[config.mk]
export PLATFORM = sky130hd
export DESIGN_NAME = alu_exec_flat
export DESIGN_NICKNAME = d
export VERILOG_FILES = /design/src/rtl/alu_exec_pkg.sv /design/src/rtl/alu_exec_if.sv /design/src/rtl/alu_exec_core.sv /design/src/rtl/alu_exec.sv /design/src/flat_wrapper.sv
export SDC_FILE = /design/constraint.sdc
export NUM_CORES = 1
export LEC_CHECK = 0
export CORE_MARGIN = 3
export CORE_UTILIZATION = 32
export DETAILED_ROUTE_END_ITERATION = 8
export SLEW_MARGIN = 20
export SYNTH_ARGS = -nofsm -noshare
export SYNTH_HDL_FRONTEND = slang
export SYNTH_SLANG_ARGS = --single-unit
[constraint.sdc]
create_clock -name clk -period 4.4 [get_ports clk]
set_input_delay 1.32 -clock clk [delete_from_list [all_inputs] [get_ports clk]]
set_output_delay 1.32 -clock clk [all_outputs]
set_load 0.02 [all_outputs]
[src/rtl/alu_exec_pkg.sv]
// alu_exec_pkg: shared widths, opcode encodings and idle ("free") constants
// for the integer execute stage and its reservation-station neighbours.
package alu_exec_pkg;

  localparam int DATA_W = 32;
  localparam int ADDR_W = 32;
  localparam int TAG_W  = 6;
  localparam int NAME_W = 5;
  localparam int OP_W   = 6;

  // Values driven on the result buses whenever no valid result is present.
  localparam logic [TAG_W-1:0]  TAG_FREE  = '1;
  localparam logic [DATA_W-1:0] DATA_FREE = '0;
  localparam logic [NAME_W-1:0] NAME_FREE = '0;
  localparam logic [ADDR_W-1:0] ADDR_FREE = '0;

  // Immediate forms share behaviour with their register forms because the
  // dispatcher has already placed the immediate on operandT.
  // Encodings above OP_BGEU are unused and are executed as idle.
  typedef enum logic [OP_W-1:0] {
    OP_NOP   = 6'd0,
    OP_ADD   = 6'd1,  OP_ADDI  = 6'd2,  OP_SUB   = 6'd3,
    OP_AND   = 6'd4,  OP_ANDI  = 6'd5,  OP_OR    = 6'd6,
    OP_ORI   = 6'd7,  OP_XOR   = 6'd8,  OP_XORI  = 6'd9,
    OP_SLT   = 6'd10, OP_SLTI  = 6'd11, OP_SLTU  = 6'd12,
    OP_SLTIU = 6'd13, OP_SLL   = 6'd14, OP_SLLI  = 6'd15,
    OP_SRL   = 6'd16, OP_SRLI  = 6'd17, OP_SRA   = 6'd18,
    OP_SRAI  = 6'd19, OP_LUI   = 6'd20, OP_AUIPC = 6'd21,
    OP_JAL   = 6'd22, OP_JALR  = 6'd23, OP_BEQ   = 6'd24,
    OP_BNE   = 6'd25, OP_BLT   = 6'd26, OP_BGE   = 6'd27,
    OP_BLTU  = 6'd28, OP_BGEU  = 6'd29
  } op_e;

endpackage

[src/rtl/alu_exec_if.sv]
// alu_exec_if: issue bus from the ALU reservation station into the execute
// stage, and the result buses it drives (CDB, regfile write, fetch redirect).
//   master : reservation-station side (drives issue + clr, observes results)
//   slave  : execute stage side
// Handshake: ALUworkEn is a valid with no ready; the stage accepts an op on
// every rising edge where it is high. Each output valid (enALUwrt, enRegWrt,
// jumpEn) is a single-cycle pulse qualifying its own payload for that cycle
// only; payloads hold the free constants whenever their valid is low.
interface alu_exec_if;
  import alu_exec_pkg::*;

  logic              clr;
  logic              ALUworkEn;
  logic [DATA_W-1:0] operandO;
  logic [DATA_W-1:0] operandT;
  logic [TAG_W-1:0]  wrtTag;
  logic [NAME_W-1:0] wrtName;
  logic [OP_W-1:0]   opCode;
  logic [ADDR_W-1:0] instAddr;

  logic              enALUwrt;
  logic [TAG_W-1:0]  ALUtag;
  logic [DATA_W-1:0] ALUdata;
  logic              enRegWrt;
  logic [NAME_W-1:0] regName;
  logic [DATA_W-1:0] regData;
  logic              jumpEn;
  logic [ADDR_W-1:0] jumpAddr;

  modport master (
    output clr, ALUworkEn, operandO, operandT, wrtTag, wrtName, opCode, instAddr,
    input  enALUwrt, ALUtag, ALUdata, enRegWrt, regName, regData, jumpEn, jumpAddr
  );

  modport slave (
    input  clr, ALUworkEn, operandO, operandT, wrtTag, wrtName, opCode, instAddr,
    output enALUwrt, ALUtag, ALUdata, enRegWrt, regName, regData, jumpEn, jumpAddr
  );
endinterface

[src/rtl/alu_exec_core.sv]
// alu_core: purely combinational RV32I integer/branch datapath.
// Ports:
//   op_i, a_i (rs1), b_i (rs2/imm), pc_i (PC, or branch target for Bxx)
//   result_o    data result for non-branch ops
//   known_o     op is a real operation (not NOP / unused encoding)
//   is_branch_o op is a conditional branch (produces no data result)
//   taken_o     redirect required (taken branch, or any JALR)
//   target_o    redirect address
module alu_core
  import alu_exec_pkg::*;
(
  input  logic [OP_W-1:0]   op_i,
  input  logic [DATA_W-1:0] a_i,
  input  logic [DATA_W-1:0] b_i,
  input  logic [ADDR_W-1:0] pc_i,
  output logic [DATA_W-1:0] result_o,
  output logic              known_o,
  output logic              is_branch_o,
  output logic              taken_o,
  output logic [ADDR_W-1:0] target_o
);

  logic [DATA_W-1:0] sum;
  logic [4:0]        shamt;
  logic              lt_s;
  logic              lt_u;

  assign sum   = a_i + b_i;
  assign shamt = b_i[4:0];
  assign lt_s  = $signed(a_i) < $signed(b_i);
  assign lt_u  = a_i < b_i;

  always_comb begin
    result_o    = '0;
    known_o     = 1'b1;
    is_branch_o = 1'b0;
    taken_o     = 1'b0;
    target_o    = pc_i;
    case (op_i)
      OP_ADD,  OP_ADDI:  result_o = sum;
      OP_SUB:            result_o = a_i - b_i;
      OP_AND,  OP_ANDI:  result_o = a_i & b_i;
      OP_OR,   OP_ORI:   result_o = a_i | b_i;
      OP_XOR,  OP_XORI:  result_o = a_i ^ b_i;
      OP_SLT,  OP_SLTI:  result_o = {31'd0, lt_s};
      OP_SLTU, OP_SLTIU: result_o = {31'd0, lt_u};
      OP_SLL,  OP_SLLI:  result_o = a_i << shamt;
      OP_SRL,  OP_SRLI:  result_o = a_i >> shamt;
      OP_SRA,  OP_SRAI:  result_o = $signed(a_i) >>> shamt;
      OP_LUI:            result_o = b_i;
      OP_AUIPC:          result_o = pc_i + b_i;
      OP_JAL:            result_o = pc_i + 32'd4;
      OP_JALR: begin
        result_o = pc_i + 32'd4;
        taken_o  = 1'b1;
        // Target LSB is forced to zero, as RV32I requires for JALR.
        target_o = {sum[DATA_W-1:1], 1'b0};
      end
      // Fetch predicted not-taken, so only a taken branch redirects, and it
      // redirects to the precomputed target carried on pc_i.
      OP_BEQ:  begin is_branch_o = 1'b1; taken_o = (a_i == b_i); end
      OP_BNE:  begin is_branch_o = 1'b1; taken_o = (a_i != b_i); end
      OP_BLT:  begin is_branch_o = 1'b1; taken_o = lt_s;         end
      OP_BGE:  begin is_branch_o = 1'b1; taken_o = ~lt_s;        end
      OP_BLTU: begin is_branch_o = 1'b1; taken_o = lt_u;         end
      OP_BGEU: begin is_branch_o = 1'b1; taken_o = ~lt_u;        end
      default: known_o = 1'b0;
    endcase
  end

endmodule

[src/rtl/alu_exec.sv]
// alu_exec: one-cycle, fully pipelined integer execute stage.
// Ports:
//   clk  rising-edge clock
//   rst  asynchronous active-high reset
//   bus  alu_exec_if.slave: issue from the RS (incl. clr flush) and the
//        registered CDB / regfile-write / fetch-redirect outputs
// The datapath lives in alu_core; this module only qualifies its outputs and
// registers them, so every issued op appears on the buses one cycle later.
module alu_exec
  import alu_exec_pkg::*;
(
  input  logic       clk,
  input  logic       rst,
  alu_exec_if.slave  bus
);

  logic [DATA_W-1:0] core_result;
  logic              core_known;
  logic              core_is_branch;
  logic              core_taken;
  logic [ADDR_W-1:0] core_target;

  alu_core u_core (
    .op_i        (bus.opCode),
    .a_i         (bus.operandO),
    .b_i         (bus.operandT),
    .pc_i        (bus.instAddr),
    .result_o    (core_result),
    .known_o     (core_known),
    .is_branch_o (core_is_branch),
    .taken_o     (core_taken),
    .target_o    (core_target)
  );

  logic              live;
  logic              cdb_en_d,   cdb_en_q;
  logic [TAG_W-1:0]  cdb_tag_d,  cdb_tag_q;
  logic [DATA_W-1:0] cdb_data_d, cdb_data_q;
  logic              reg_en_d,   reg_en_q;
  logic [NAME_W-1:0] reg_name_d, reg_name_q;
  logic [DATA_W-1:0] reg_data_d, reg_data_q;
  logic              jmp_en_d,   jmp_en_q;
  logic [ADDR_W-1:0] jmp_addr_d, jmp_addr_q;

  // A flush wins over an issue in the same cycle; NOP/unused ops are idle.
  assign live = bus.ALUworkEn & ~bus.clr & core_known;

  always_comb begin
    // The CDB fires even for writes to x0 so waiting RS entries still wake.
    cdb_en_d   = live & ~core_is_branch;
    cdb_tag_d  = cdb_en_d ? bus.wrtTag : TAG_FREE;
    cdb_data_d = cdb_en_d ? core_result : DATA_FREE;
    reg_en_d   = cdb_en_d & (bus.wrtName != '0);
    reg_name_d = reg_en_d ? bus.wrtName : NAME_FREE;
    reg_data_d = reg_en_d ? core_result : DATA_FREE;
    jmp_en_d   = live & core_taken;
    jmp_addr_d = jmp_en_d ? core_target : ADDR_FREE;
  end

  always_ff @(posedge clk or posedge rst) begin
    if (rst) begin
      cdb_en_q   <= 1'b0;
      cdb_tag_q  <= TAG_FREE;
      cdb_data_q <= DATA_FREE;
      reg_en_q   <= 1'b0;
      reg_name_q <= NAME_FREE;
      reg_data_q <= DATA_FREE;
      jmp_en_q   <= 1'b0;
      jmp_addr_q <= ADDR_FREE;
    end else begin
      cdb_en_q   <= cdb_en_d;
      cdb_tag_q  <= cdb_tag_d;
      cdb_data_q <= cdb_data_d;
      reg_en_q   <= reg_en_d;
      reg_name_q <= reg_name_d;
      reg_data_q <= reg_data_d;
      jmp_en_q   <= jmp_en_d;
      jmp_addr_q <= jmp_addr_d;
    end
  end

  assign bus.enALUwrt = cdb_en_q;
  assign bus.ALUtag   = cdb_tag_q;
  assign bus.ALUdata  = cdb_data_q;
  assign bus.enRegWrt = reg_en_q;
  assign bus.regName  = reg_name_q;
  assign bus.regData  = reg_data_q;
  assign bus.jumpEn   = jmp_en_q;
  assign bus.jumpAddr = jmp_addr_q;

endmodule

[src/flat_wrapper.sv]
// flat-port wrapper written by rule: the top's interface ports become plain ports
module alu_exec_flat import alu_exec_pkg::*;
  (clk, rst, bus_clr, bus_ALUworkEn, bus_operandO, bus_operandT, bus_wrtTag, bus_wrtName, bus_opCode, bus_instAddr, bus_enALUwrt, bus_ALUtag, bus_ALUdata, bus_enRegWrt, bus_regName, bus_regData, bus_jumpEn, bus_jumpAddr);
  alu_exec_if bus_i ();
  input  logic clk;
  input  logic rst;
  input wire logic [$bits(bus_i.clr)-1:0] bus_clr;
  input wire logic [$bits(bus_i.ALUworkEn)-1:0] bus_ALUworkEn;
  input wire logic [$bits(bus_i.operandO)-1:0] bus_operandO;
  input wire logic [$bits(bus_i.operandT)-1:0] bus_operandT;
  input wire logic [$bits(bus_i.wrtTag)-1:0] bus_wrtTag;
  input wire logic [$bits(bus_i.wrtName)-1:0] bus_wrtName;
  input wire logic [$bits(bus_i.opCode)-1:0] bus_opCode;
  input wire logic [$bits(bus_i.instAddr)-1:0] bus_instAddr;
  output wire logic [$bits(bus_i.enALUwrt)-1:0] bus_enALUwrt;
  output wire logic [$bits(bus_i.ALUtag)-1:0] bus_ALUtag;
  output wire logic [$bits(bus_i.ALUdata)-1:0] bus_ALUdata;
  output wire logic [$bits(bus_i.enRegWrt)-1:0] bus_enRegWrt;
  output wire logic [$bits(bus_i.regName)-1:0] bus_regName;
  output wire logic [$bits(bus_i.regData)-1:0] bus_regData;
  output wire logic [$bits(bus_i.jumpEn)-1:0] bus_jumpEn;
  output wire logic [$bits(bus_i.jumpAddr)-1:0] bus_jumpAddr;
  assign bus_i.clr = bus_clr;
  assign bus_i.ALUworkEn = bus_ALUworkEn;
  assign bus_i.operandO = bus_operandO;
  assign bus_i.operandT = bus_operandT;
  assign bus_i.wrtTag = bus_wrtTag;
  assign bus_i.wrtName = bus_wrtName;
  assign bus_i.opCode = bus_opCode;
  assign bus_i.instAddr = bus_instAddr;
  assign bus_enALUwrt = bus_i.enALUwrt;
  assign bus_ALUtag = bus_i.ALUtag;
  assign bus_ALUdata = bus_i.ALUdata;
  assign bus_enRegWrt = bus_i.enRegWrt;
  assign bus_regName = bus_i.regName;
  assign bus_regData = bus_i.regData;
  assign bus_jumpEn = bus_i.jumpEn;
  assign bus_jumpAddr = bus_i.jumpAddr;
  alu_exec u_core (.clk(clk), .rst(rst), .bus(bus_i));
endmodule
-- Word level (Yosys, flattened, before mapping)
Cells that the tools add are included.
W data, S select, Z words.
- register bits: 110
- input bits: 117
- add/subtract/negate cells: 4
- magnitude comparators: 2
- equal/unequal tests: 31
- shift-type cells: 3
- multiplexer cells: 10
- bitwise gates (word level): 12
- reduce and logical (&&, ||, !) cells: 13
- operator list (operator ; count):
    $pmux W32 S13 ; 1
    $mux W32 ; 4
    $eq A6 B5 Y1 const B ; 14
    $add A32 B32 Y32 ; 2
    $lt A32 B32 Y1 ; 2
    $eq A6 B4 Y1 const B ; 8
    $add A32 B3 Y32 const B ; 1
    $and A32 B32 Y32 ; 1
    $eq A32 B32 Y1 ; 1
    $ne A32 B32 Y1 ; 1
    $or A32 B32 Y32 ; 1
    $shl A32 B5 Y32 ; 1
    $shr A32 B5 Y32 ; 1
    $sshr A32 B5 Y32 ; 1
    $sub A32 B32 Y32 ; 1
    $xor A32 B32 Y32 ; 1
    $reduce_or A29 Y1 ; 1
    $eq A6 B3 Y1 const B ; 4
    $reduce_or A2 Y1 ; 10
    $eq A6 B2 Y1 const B ; 2
    $pmux W1 S7 ; 1
    $eq A6 B1 Y1 const B ; 1
    $mux W6 ; 1
    $reduce_or A6 Y1 ; 1
    other kinds (5) ; 13

-- Longest topological paths before layout
- depth after elaboration: 7
- gate-level depth with buffers: 18
- mapped depth without buffers: 12

-- Cells and area by module
From an unflattened synthesis, not the netlist that was laid out.
- cell total of the unflattened synthesis: 2113
- area, all modules: 16356.9 sq um
- modules (own cells, without submodules) (module ; instances ; cells an instance ; area each (sq um)):
    alu_core ; 1 ; 1840 ; 12620.9
    alu_exec ; 1 ; 273 ; 3736.1

-- Worst setup path before layout
OpenSTA, ideal clock, no wires.
- path type: input port to flip-flop
- start point: in bus_operandT[2]
- end point: reg u_core.jmp_addr_q[8] (netlist: u_core.bus.jumpAddr[8])
- arrival: 4.855 ns
- required time: 4.313 ns
- setup slack: -0.542 ns
- cell stages on the path: 18
- path through: buf_2 buf_2 clkinv_1 clkbuf_1 clkbuf_1 ha_1 buf_4 or2_2 a221oi_1 o21a_1 nand2_1 a31oi_1 mux2i_1 a221oi_1 or2_1 buf_2 buf_4 a211oi_2
- word-level cells in the longest chain between the ends: 5
- ends and longest elaborated chain (element ; RTL line ; source):
    start: declaration ; flat_wrapper.sv:10 ; input wire logic [$bits(bus_i.operandT)-1:0] bus_operandT;
    $lt A32 B32 Y1, on equally long branches ; alu_exec_core.sv:31, alu_exec_core.sv:30 ;
    $not A1 Y1, on equally long branches ; alu_exec_core.sv:66, alu_exec_core.sv:64 ;
    $pmux W1 S7 ; alu_exec_core.sv:39 ; case (op_i)
    $and A1 B1 Y1 ; alu_exec.sv:56 ; jmp_en_d = live & core_taken;
    $mux W32 * ; alu_exec.sv:57 ; jmp_addr_d = jmp_en_d ? core_target : ADDR_FREE;
    via u_core.jmp_addr_d[8] ; alu_exec.sv:43 ; logic [ADDR_W-1:0] jmp_addr_d, jmp_addr_q;
    end signal: assignment ; alu_exec.sv:78 ; jmp_addr_q <= jmp_addr_d;
    end: declaration ; alu_exec.sv:43 ;
Mark *: on every way through the listed nets, which the timed path passes. The rest lies on a longest branch.

-- Worst setup path in the final report
- start point: in bus_operandO[19]
- end point: reg u_core.reg_data_q[26] (netlist: u_core.bus.regData[26])
- word-level cells in the longest chain between the ends: 3
- ends and longest elaborated chain (element ; RTL line ; source):
    start: declaration ; flat_wrapper.sv:9 ; input wire logic [$bits(bus_i.operandO)-1:0] bus_operandO;
    $sub A32 B32 Y32, or another cell as far along ; alu_exec_core.sv:41 ; OP_SUB: result_o = a_i - b_i;
    $pmux W32 S13 * ; alu_exec_core.sv:39 ;
    $mux W32 * ; alu_exec.sv:55 ; reg_data_d = reg_en_d ? core_result : DATA_FREE;
    via u_core.reg_data_d[26] ; alu_exec.sv:41 ; logic [DATA_W-1:0] reg_data_d, reg_data_q;
    end signal: assignment ; alu_exec.sv:76 ; reg_data_q <= reg_data_d;
    end: declaration ; alu_exec.sv:41 ;
Marks and branches as above.

==> results.md <==
* TritonCTS clock tree: built
* Worst Path Required at around 4.6 ns
* CP startpoint kind: input pin
* Via count at between 20k and 25k
* Ratio of cells with drive above 1 in the final layout at 0.326
* Post-synthesis mux area share at 0.127
* Number of antenna-violating nets in the routed design at 0
* DRT Pass-1 Iters at 6
* Drt wl/cell at around 27 um
* Compound-Gate Fraction of Synth Area at 0.275
* Site Rows at 84
* GRT overflow at 0
* Status: finished, final reports clean
* CTS root buffer: clkbuf_16
* CP most frequent cell: buf_4
* Unique masters post-synth at a little under 100
* Total power at 4.80 mW
* Synth Area in XOR/XNOR at 0.0461
* Post-synth top flop: dfrtp_1
* Gate Count Post-Synth at about 2.2k
* Maximum single-stage delay on the critical path at between 0.5 and 0.6 ns
* Die Width at about 240 um
* Combinational family with the most area after synthesis: compound AO/OA/AOI/OAI gates
* Post-synth ARST share at 1.00
* Period minus WS final at about 4.4 ns
* Max_cap viols at 0
* # IOs at around 230
* Seq/Total Area, Yosys at 0.161
* Setup crit end kind: flop
* Vias in the first global route at ~21k
* Clock Sinks at between 100 and 150
* Initial antenna violation count at 1
* Syn_area_per_cell at a little under 8 sq um
* Antenna diode count at 0
* Worst path slowest cell: clkdlybuf4s50_1
* Full die area at ~0.056 sq mm
* Worst Path Max Fanout at 5
* Post-synthesis simple-gate area fraction at 0.208
* Area growth syn-to-layout at 53.4%
* Final setup violation count at 0
* Final WL at ~100000 um
* First-pass GRT wire length at 142000 um
* Leak pwr at 11.8 nW
* Synth Area in Adders at 0.109
* Hold Fails Final Rpt at 0
* Power Density at around 180 mW/mm^2
* Final Cycle Share at 0.991
* 1st-iter DRT viols at around 2.5k
* Yosys Warn Count at 0
* Seq cells post-synth at between 100 and 150
* Crit path kind: input pin to flop
* Most common cell after layout, fill and taps aside: buf_4
* Num CTS Buffers at 9
* Delay-heaviest family, CP: buffers and inverters
* Nets@finish at roughly 3.3k
* Initial Util at 0.325
* Core ar. at approximately 0.053 sq mm
* CTS Buffer Depth at 2
* EDFF count, synth at 0
* Final Max Slew Viols at 0
* Worst hold-check path type: input pin to asynchronous set/reset pin
* Timing-limited maximum frequency at between 200 and 250 MHz
* Synthesized area at about 0.017 sq mm
* Final HPWL DP at around 83000 um
* GRT Total Usage at 0.338
* Crit-path cells: clkdlybuf4s50_1 -> inv_1 -> ha_1 -> buf_4 -> o21ai_1 -> a211oi_1 -> a221oi_2 -> buf_4 -> o22ai_1 -> nor4_2 -> buf_4 -> o311a_1 -> nand3_1 -> a221oi_1 -> buf_4 -> nor2_1
* Slew at the pin with the worst max-slew slack at 0.834 ns
* Maximum number of pins on one net before global-route repair at 88
* Clock slew at reported path FFs at 0.07 ns
* Remaining DRCs at 0
* Post-layout util at 0.498
* Port bufs at between 200 and 250
* Vias per Instance at approximately 6
* Most frequent cells in the layout: buf_4 (721), nor2_1 (281), clkdlybuf4s50_1 (206), nand2_1 (184), a21oi_1 (174)
* Htree depth at 3
* CP Buf/Inv Count at 6
* Crit path DAT at roughly 4.6 ns
* Peak VDD IR at 218 uV
* Gp weighted congestion at 1.09
* Worst rel slew slack at 0.441
* Syn_nets at 2480
* Die H at about 240 um
## power by group
group | internal [mW] | switching, mW
Clock | 0.461 | 0.361
Sequential | 1.03 | 0.00465
Combinational | 1.34 | 1.60
Total | 2.83 | 1.97
## area by class of cell
type	instances	area [sq um]
multi-input cells	1816	13800
repair buffers	966	8080
fillers	5108	26400
clock buffers	12	246
clock inverters	4	55.1
flip-flops and latches	110	2760
inverters	120	458
well taps	688	861
## metal layers
metal,vias up,share of wire,global-route usage,wire (um)
met5,-,0,0,0
met4,0,0.036,0.111,3580
met3,150,0.091,0.0483,9120
met2,1172,0.43,0.513,43100
met1,10700,0.44,0.493,44000
li1,9809,-,-,-
## Yosys cell counts (7+ instances only)
cell	instances	share of area
nor2_1	283	0.062
nand2_1	185	0.041
a21oi_1	184	0.054
ha_1	144	0.11
inv_1	115	0.025
o21ai_0	106	0.031
dfrtp_1	104	0.15
clkbuf_1	93	0.020
mux4_2	63	0.083
nand3_1	56	0.016
mux2i_1	55	0.032
xnor2_1	55	0.028
nor3_1	51	0.015
buf_2	43	0.013
a221oi_1	38	0.019
a211oi_1	35	0.015
xor2_1	35	0.018
o211ai_1	28	0.012
nand4_1	27	0.0099
nand2b_1	25	0.0092
o22ai_1	24	0.0088
o31ai_1	24	0.011
a21o_1	23	0.010
nor4_1	23	0.0084
and3_1	21	0.0077
a22oi_1	20	0.0088
nor2b_1	19	0.0070
o21bai_1	19	0.0083
mux2_2	17	0.011
a31oi_1	16	0.0059
or3_1	16	0.0059
and2_1	15	0.0055
buf_1	14	0.0031
o21a_1	14	0.0061
a221o_1	12	0.0070
buf_4	12	0.0053
o221ai_1	12	0.0061
a211o_1	11	0.0056
a2111oi_0	10	0.0051
o2111ai_1	10	0.0051
o21ai_1	10	0.0029
or2_2	8	0.0029
buf_6	7	0.0046
## per-stage QoR
stage / area [sq um] / hold WS, ns / worst slack (ns) / setup TNS [ns] / cells
final: 26200 / 1.44 / 0.0380 / 0 / 3716
after global routing: 26200 / 1.51 / -0.0273 / -0.0693 / 3716
after CTS: 25600 / 1.46 / 0.0000644 / 0 / 3709
after detailed placement: 25200 / 1.85 / -0.625 / -32.43 / 3691
after global placement: 25200 / 1.83 / -0.584 / -28.30 / 3691
after floorplan: 17200 / 1.43 / 0.00150 / 0 / 2216
## how the worst max path moves through the flow
stage               slack, ns                                to             start  cells past startpoint
finish                   0.04  u_core.bus.regData[26]$_DFF_PP0_  bus_operandO[19]                     16
global placement        -0.58  u_core.bus.regData[26]$_DFF_PP0_   bus_operandO[0]                     15
CTS                   0.00006  u_core.bus.regData[31]$_DFF_PP0_   bus_operandO[8]                     16
global route            -0.03  u_core.bus.regData[24]$_DFF_PP0_   bus_operandO[8]                     14
floorplan               0.001  u_core.bus.jumpAddr[8]$_DFF_PP0_   bus_operandT[2]                     18
detailed placement      -0.63  u_core.bus.regData[31]$_DFF_PP0_  bus_operandO[11]                     14
## repair_timing
item,CTS,global route
hold buffers,0,0
setup endpoints to repair,59,70
setup buffers,2,7
pin swaps,7,23
gates resized for setup,38,99
## state kept, by name, summed over array words and instances (netlist names)
signal,cells
u_core.bus.ALUdata,32
u_core.bus.jumpAddr,32
u_core.bus.regData,32
u_core.bus.ALUtag,6
u_core.bus.regName,5
u_core.bus.enALUwrt,1
u_core.bus.enRegWrt,1
u_core.bus.jumpEn,1
## cell families (layout without fill, tap and decap cells)
family                   after synthesis  after routing
multiplexers                         136            136
buffers and inverters                290           1102
flip-flops                           110            110
AO/OA/AOI/OAI                        679            679
AND/OR/NAND/NOR                      764            764
XOR/XNOR                              90             90
adder cells (fa/ha/maj)              147            147
Power figures use the tool's default switching activity.
